**src/rtl/uart_pkg.sv**
```systemverilog
// Shared definitions for the UART transmit scheduler.
// Holds the scheduler state encoding and the frame timeout limit.
// Ports: none (package only).
package uart_pkg;

  typedef enum logic [1:0] {
    IDLE      = 2'd0,
    ISSUE     = 2'd1,
    WAIT_DONE = 2'd2
  } sched_state_t;

  // Baud ticks allowed in WAIT_DONE before a frame is abandoned.
  localparam int SCHED_TIMEOUT_TICKS = 16;
  localparam int SCHED_TMO_W         = 5;

endpackage

```
**src/rtl/uart_tx_sched_rr_pick.sv**
```systemverilog
// rr_pick: combinational round-robin picker, first set request after last_grant (wrapping).
// Latency: zero cycles, pure combinational.
// Backpressure: none; the caller decides whether the pick is consumed.
// Ports: req (request vector), last_grant (previous winner index),
//        grant (one-hot winner), grant_idx (winner index), any_req (some request set).
module rr_pick #(
  parameter int NUM_REQ = 4,
  parameter int IDX_W   = $clog2(NUM_REQ)
) (
  input  logic [NUM_REQ-1:0] req,
  input  logic [IDX_W-1:0]   last_grant,
  output logic [NUM_REQ-1:0] grant,
  output logic [IDX_W-1:0]   grant_idx,
  output logic               any_req
);

  logic             found;
  logic [IDX_W-1:0] pos;

  // Scan last_grant+1, +2, ... wrapping; the first hit wins, so the
  // previous owner is checked last.
  always_comb begin
    grant     = '0;
    grant_idx = '0;
    found     = 1'b0;
    pos       = '0;
    for (int k = 1; k <= NUM_REQ; k++) begin
      pos = IDX_W'((int'(last_grant) + k) % NUM_REQ);
      if (!found && req[pos]) begin
        found      = 1'b1;
        grant[pos] = 1'b1;
        grant_idx  = pos;
      end
    end
  end

  assign any_req = |req;

endmodule

```
**src/rtl/uart_tx_sched.sv**
```systemverilog
// uart_tx_sched: round-robin scheduler sharing one UART transmitter among NUM_REQ byte producers.
// Latency: req_ready in cycle N (IDLE), tx_start in N+1; after tx_done in M, next req_ready at M+1.
// Backpressure: one frame in flight; no grant is issued until the transmitter reports completion.
// Ports: clk, rst (sync, active-low), baud_trig, req_valid/req_data/req_ready (producer lanes),
//        tx_start/tx_data/tx_done (transmitter), grant_id, busy, timeout_err.
// Optional feature: define UART_SCHED_TIMEOUT_EN to abandon a frame after
// SCHED_TIMEOUT_TICKS baud ticks without tx_done; otherwise timeout_err is tied 0.
module uart_tx_sched
  import uart_pkg::*;
#(
  parameter int NUM_REQ = 4,
  parameter int DATA_W  = 8,
  localparam int GW     = $clog2(NUM_REQ)
) (
  input  logic                      clk,
  input  logic                      rst,
  input  logic                      baud_trig,
  input  logic [NUM_REQ-1:0]        req_valid,
  input  logic [NUM_REQ*DATA_W-1:0] req_data,
  output logic [NUM_REQ-1:0]        req_ready,
  output logic                      tx_start,
  output logic [DATA_W-1:0]         tx_data,
  input  logic                      tx_done,
  output logic [GW-1:0]             grant_id,
  output logic                      busy,
  output logic                      timeout_err
);

  sched_state_t        state, state_nxt;
  logic [GW-1:0]       last_grant;
  logic [NUM_REQ-1:0]  pick_onehot;
  logic [GW-1:0]       pick_idx;
  logic                pick_any;
  logic                accept;
  logic                release_grant;
  logic [DATA_W-1:0]   lane [NUM_REQ];

  for (genvar g = 0; g < NUM_REQ; g++) begin : g_lane
    assign lane[g] = req_data[g*DATA_W +: DATA_W];
  end

  rr_pick #(
    .NUM_REQ (NUM_REQ),
    .IDX_W   (GW)
  ) u_pick (
    .req        (req_valid),
    .last_grant (last_grant),
    .grant      (pick_onehot),
    .grant_idx  (pick_idx),
    .any_req    (pick_any)
  );

  assign accept   = (state == IDLE) && pick_any;
  // Gated by rst so no producer sees an accept while the block is held in reset.
  assign req_ready = (accept && rst) ? pick_onehot : '0;
  assign tx_start  = (state == ISSUE);
  assign busy      = (state != IDLE);

`ifdef UART_SCHED_TIMEOUT_EN
  localparam logic [SCHED_TMO_W-1:0] TMO_LIMIT = SCHED_TMO_W'(SCHED_TIMEOUT_TICKS);
  logic [SCHED_TMO_W-1:0] tmo_cnt;
  logic                   tmo_hit;

  // Cleared when a byte is accepted (entry to ISSUE); counts only in WAIT_DONE.
  always_ff @(posedge clk) begin
    if (!rst) begin
      tmo_cnt <= '0;
    end else if (accept) begin
      tmo_cnt <= '0;
    end else if (state == WAIT_DONE && baud_trig) begin
      tmo_cnt <= tmo_cnt + 1'b1;
    end
  end

  assign timeout_err = tmo_hit;
`else
  logic unused_baud;
  assign unused_baud = baud_trig;
  assign timeout_err = 1'b0;
`endif

  always_comb begin
    state_nxt     = state;
    release_grant = 1'b0;
`ifdef UART_SCHED_TIMEOUT_EN
    tmo_hit       = 1'b0;
`endif
    case (state)
      IDLE:      if (pick_any) state_nxt = ISSUE;
      ISSUE:     state_nxt = WAIT_DONE;
      WAIT_DONE: begin
        // A completion arriving on the limit cycle takes priority over the abort.
        if (tx_done) begin
          state_nxt     = IDLE;
          release_grant = 1'b1;
        end
`ifdef UART_SCHED_TIMEOUT_EN
        else if (tmo_cnt == TMO_LIMIT) begin
          state_nxt     = IDLE;
          release_grant = 1'b1;
          tmo_hit       = 1'b1;
        end
`endif
      end
      default:   state_nxt = IDLE;
    endcase
  end

  always_ff @(posedge clk) begin
    if (!rst) begin
      state      <= IDLE;
      last_grant <= GW'(NUM_REQ - 1);
      tx_data    <= '0;
      grant_id   <= '0;
    end else begin
      state <= state_nxt;
      if (accept) begin
        tx_data  <= lane[pick_idx];
        grant_id <= pick_idx;
      end
      if (release_grant) begin
        last_grant <= grant_id;
      end
    end
  end

endmodule

```
**config.mk**
```make
export PLATFORM = sky130hd
export DESIGN_NAME = uart_tx_sched
export DESIGN_NICKNAME = d
export VERILOG_FILES = /design/src/rtl/uart_pkg.sv /design/src/rtl/uart_tx_sched_rr_pick.sv /design/src/rtl/uart_tx_sched.sv
export SDC_FILE = /design/constraint.sdc
export NUM_CORES = 1
export LEC_CHECK = 0
export BUFFER_PORTS_ARGS = -buffer_cell sky130_fd_sc_hd__buf_2
export CORE_MARGIN = 10
export CORE_UTILIZATION = 30
export DETAILED_ROUTE_END_ITERATION = 12
export MAX_ROUTING_LAYER = met4
export PLACE_DENSITY = 0.55
export SLEW_MARGIN = 20
export SYNTH_ARGS = -nofsm -noshare
export SYNTH_HDL_FRONTEND = slang
export SYNTH_SLANG_ARGS = --single-unit
```
**constraint.sdc**
```tcl
create_clock -name clk -period 4.05 [get_ports clk]
set_clock_uncertainty 0.15 [all_clocks]
set_input_delay 0.81 -clock clk [delete_from_list [all_inputs] [get_ports clk]]
set_output_delay 0.81 -clock clk [all_outputs]
set_load 0.01 [all_outputs]
```
== Word level (Yosys, flattened, before mapping) ==
Cells that the tools add are included.

* Eq/ne operators: 4
* Add/sub/neg operators: 4
* Muxes and demuxes: 36
* Magnitude comparators: 9
* Reduce and logical (&&, ||, !) cells: 16
* Bitwise operators: 4

{| class="wikitable"
|+ Operators with widths
! operator !! count
|-
| two-way mux 4 bit || 5
|-
| binary-select mux 8 bit (select 2 bit) || 1
|-
| two-way mux 8 bit || 2
|-
| two-way mux 1 bit || 13
|-
| less-than comparator 2 x 3 -> 1 bit (second input constant) || 4
|-
| two-way mux 2 bit || 6
|-
| OR 4 bit || 3
|-
| logical AND 1 bit || 9
|-
| binary-select mux 1 bit (select 2 bit) || 4
|-
| demux 1 bit (select 2 bit) || 4
|-
| greater-or-equal comparator 2 x 1 -> 1 bit (second input constant) || 4
|-
| one-hot mux 2 bit (3 select lines) || 1
|-
| adder 2 x 1 -> 2 bit (second input constant) || 2
|-
| adder 2 bit (second input constant) || 2
|-
| != test 2 bit (second input constant) || 2
|-
| OR reduction 4 bit || 1
|-
| greater-or-equal comparator 3 bit (second input constant) || 1
|-
| logical NOT 1 bit || 3
|-
| inverter 2 -> 3 bit || 1
|-
| == test 2 x 1 -> 1 bit (second input constant) || 1
|-
| == test 2 bit (second input constant) || 1
|-
| logical NOT 2 bit || 1
|-
| AND reduction 2 bit || 1
|-
| nonzero test 2 bit || 1
|}

* Bits in registers: 14
* Output and inout bits: 17
* Input bits: 40

== Longest topological paths before layout ==
* Depth after elaboration: 17
* Gate-level depth with buffers: 12
* Gate-level depth less buffers: 9

== Modules after synthesis ==
Synthesis repeated with hierarchy kept, for this count alone.

* Cell total of the unflattened synthesis: 127
* Area, all modules: 1291.2 um^2

{| class="wikitable"
|+ By module, submodules not included
! module !! sequential area each (um^2) !! area an instance (um^2) !! times used !! cells an instance
|-
| uart_tx_sched || 280.3 || 750.7 || 1 || 57
|-
| rr_pick || 0.0 || 540.5 || 1 || 70
|}

== Worst setup path before layout ==
No wires, ideal clock.

* Path kind: register to output
* Start: register last_grant[1]
* End: output port req_ready[0]
* Buffers on the path: 2
* Slack: 669 ps
* Cell stages (with the launch flop): 11
* Arrival time: 2421 ps
* Cells stage by stage: dfxtp_1 clkbuf_1 inv_1 ha_1 buf_2 mux4_2 and2_1 a22oi_1 nor2_1 a221oi_1 nor2_1

* Word-level cells in the longest chain between the ends: 14
* Elaborated cells between the ends (all ways): 49
* Those cells by class: add/sub: 4; order compare: 8; mux: 24; bitwise: 3; reduce/logical: 10

{| class="wikitable"
|+ Ends and longest elaborated chain
! element !! line !! RTL
|-
| start: declaration || uart_tx_sched.sv:30 || <nowiki>logic [GW-1:0] last_grant;</nowiki>
|-
| start signal: assignment || uart_tx_sched.sv:112 || <nowiki>last_grant <= GW'(NUM_REQ - 1);</nowiki>
|-
| start signal: assignment || uart_tx_sched.sv:122 || <nowiki>last_grant <= grant_id;</nowiki>
|-
| branches (longest 12 deep; another with less-than comparator 2 x 3 -> 1 bit) || -- ||
|-
| two-way mux 4 bit * || uart_tx_sched_rr_pick.sv:29 || <nowiki>if (!found && req[pos]) begin</nowiki>
|-
| two-way mux 4 bit * || uart_tx_sched.sv:55 || <nowiki>assign req_ready = (accept && rst) ? pick_onehot : '0;</nowiki>
|-
| end: declaration || uart_tx_sched.sv:20 || <nowiki>output logic [NUM_REQ-1:0] req_ready,</nowiki>
|}

Every way passes the cells marked *. The select of a mux whose other input is x is not followed.

== Worst setup path after layout ==
* Start: register last_grant[0]
* End: output port req_ready[1]

The elaborated chain is that of the path after synthesis.

==> impl_metrics.yaml <==
logic_synthesis:
  synth_top_area_cell: "dfxtp_1"
  synth-edff-count: 0
  syn_inst: 166
  synth_commonest_cells: "nor2_1 (24), dfxtp_1 (14), o21ai_0 (12)"
  yosys_warnings: 0
  synth.area.top_cells: "dfxtp_1 (20%), ha_1 (7.3%), mux4_2 (6.6%)"
  netlist_area_um2: 1373
  syn_area_per_cell_um2: 8.268
  synth_compound_gate_area_share_pct: 29.26
  synth-seq-cells: 14
  synth_adder_area_share_pct: 7.293
  muxShareOfSynthArea_pct: 17.68
  synthArstFlopShare_pct: 0
  ys.flop_type: "dfxtp_1"
  synthDistinctLibCells: 45
  yosysSeqAreaShare_pct: 20.42
  synth_top_family_by_area: "compound AO/OA/AOI/OAI gates"
  yosys.area_share.simple_pct: 18.69
  syn_nets: 214
  synth_most_common_cell: "nor2_1"
  yosys.area.top_type_share_pct: 20.42
  synthXorXnorAreaFrac_pct: 0
global_route:
  antenna_found_initial: 0
  grt_overflow_total: 0
  grt_use_total_pct: 11.00
  grt_max_degree: 24
  grt_pass1_wl_mm: 6.851
  grt_pass1_vias: 1443
worst_setup_path:
  cp-start-kind: "flip-flop"
  required_ps: 3090
  path_class: "flip-flop to primary output"
  crit_fanout: 8
  arrival_ps: 2480
  reg2reg_depth: 10
  end_kind: "primary output"
drt:
  wl_per_cell_um: 15.66
  drt-initial-drc-count: 124
  via_per_inst: 5.340
  drt_wl_total_mm: 4.198
  ant_nets: 0
  vias: 1431
  route.detailed.drc: 0
  drtPass1Iterations: 4
placement:
  post-dp-hpwl_mm: 3.241
  pre_cts_slack_ps: 678.9
  place.gp.congestion: 0.7960
  dp_cells: 265
  io_buffers: 54
final_layout:
  drive_gt1_share_pct: 35.65
  stdcell_count: 268
  fin_nets: 266
  antenna_cells: 0
  syn2layout_area_growth_pct: 24.89
  nFillCells: 489
timing:
  hold_viol: 0
  finalCritPeriodShare_pct: 84.95
  fmax_ghz: 0.2906
  period_needed_ps: 3441
  rsz0062_at_grt: "no"
  maxSlewHeadroom_pct: 57.15
  worst_pin_slew_ps: 641.4
  tns_ps: 0
  setup_ws_ps: 609.3
  holdWs_ps: 312.3
  setup_violations: 0
  slew_violations: 0
min_path:
  min_path_type: "flip-flop to flip-flop"
  hold_depth: 1
pwr:
  switching_power_mw: 0.1887
  p_int_mw: 0.3372
  switching_share_pct: 35.88
  vdd_drop_max_mv: 0.1896
  power_frac_comb_pct: 46.5
  leakage_nw: 0.8016
  power_density_nw_per_um2: 306.8
  power_frac_clock_pct: 21.2
  seqPwrFrac_pct: 32.2
clocking:
  cts.sinks: 14
  numCtsBuffers: 3
  clk_latency_ps: 240
  cts_resized: 0
  cts_max_level: 1
  postCtsSetupBuffers: 0
  clkTransAtPathRegs_ps: 60
  tritoncts: "done"
  clockRootBuffer: "clkbuf_8"
  clockBufferDepth: 2
  cts_hold_buf: 0
die:
  die_w_um: 87.64
  io_pins: 57
  row_count: 24
  core-area_um2: 4384
  die_area_um2: 7681
  initial_core_util_pct: 31.31
  die_h_um: 87.64
job:
  drv_cap: 0
status:
  outcome: "completed"
-- final timing paths --
path                                    start  slack, ps           end
worst max-delay path            last_grant[0]        610  req_ready[1]
worst min-delay path               tx_data[1]        310    tx_data[1]
worst max register to register  last_grant[0]        890    tx_data[1]
worst min register to register     tx_data[1]        310    tx_data[1]
-- layer usage --
metal | track usage [%] | part of all wire, %
met1 | 14.06 | 46
met2 | 17.59 | 50
met3 | 1.486 | 3.0
met4 | 3.043 | 0.57
met5 | - | 0
-- per-stage QoR --
step                power [mW]  instance area (um^2)  util (%)
detailed placement      0.4191                  1673     38.16
floorplan               0.3403                  1373         -
CTS                     0.5334                  1714     39.10
global route            0.5667                  1714     39.10
global placement        0.4183                  1673     38.16
finish                  0.5259                  1714     39.10
-- cell type report --
cell class / count / area, um^2 / area share (%)
Sequential cell: 14 / 280.3 / 16.35
Clock buffer: 3 / 41.29 / 2.409
Tap cell: 52 / 65.06 / 3.796
Inverter: 6 / 22.52 / 1.314
Multi-Input combinational cell: 135 / 1005 / 58.61
Timing Repair Buffer: 58 / 300.3 / 17.52
-- layout by cell type (no fill, tap or decap), types with 3 or more instances in the layout --
master | netlist | layout
a21oi_1 | 3 | 3
and2_0 | 6 | 6
ha_1 | 8 | 8
a211o_1 | 6 | 6
mux2i_1 | 7 | 7
nor2b_1 | 4 | 4
mux2_2 | 6 | 6
o21ai_0 | 12 | 12
nand2_1 | 10 | 10
buf_2 | 4 | 54
buf_4 | 1 | 4
a32o_1 | 6 | 6
nor2_1 | 24 | 24
dfxtp_1 | 14 | 14
a22oi_1 | 4 | 4
mux4_2 | 4 | 4
clkbuf_8 | 0 | 3
o22ai_1 | 6 | 6
a221oi_1 | 4 | 4
inv_1 | 4 | 4
-- power groups by stage --
stage | sequential (mW) | clock (mW) | combinational [mW]
final | 0.169 | 0.112 | 0.245
after CTS | 0.170 | 0.115 | 0.248
after floorplan | 0.181 | 0 | 0.159
after global placement | 0.172 | 0 | 0.246
after detailed placement | 0.173 | 0 | 0.246
after global routing | 0.173 | 0.123 | 0.271
-- registers in the layout, indices dropped and copies added, names as in the netlist --
| signal | cells |
|---|---|
| grant_id | 2 |
| last_grant | 2 |
| state | 2 |
| tx_data | 8 |
-- worst max-delay path, stage by stage, from the launching register on --
cell and delay (ps):
dfxtp_1 320, inv_1 130, ha_1 360, mux4_2 560, and2_1 220, a22oi_1 150, nor2_1 50, a221oi_1 230
nor2_1 60, buf_2 140
-- cells by family after synthesis --
family                     Yosys count
AOI/OAI and AO/OA                   54
and+or+nand+nor                     54
muxes                               18
buffers and inverters               17
DFF                                 14
adders and majority gates            8
other                                1
Note: power is estimated with default switching activity, not from simulation.
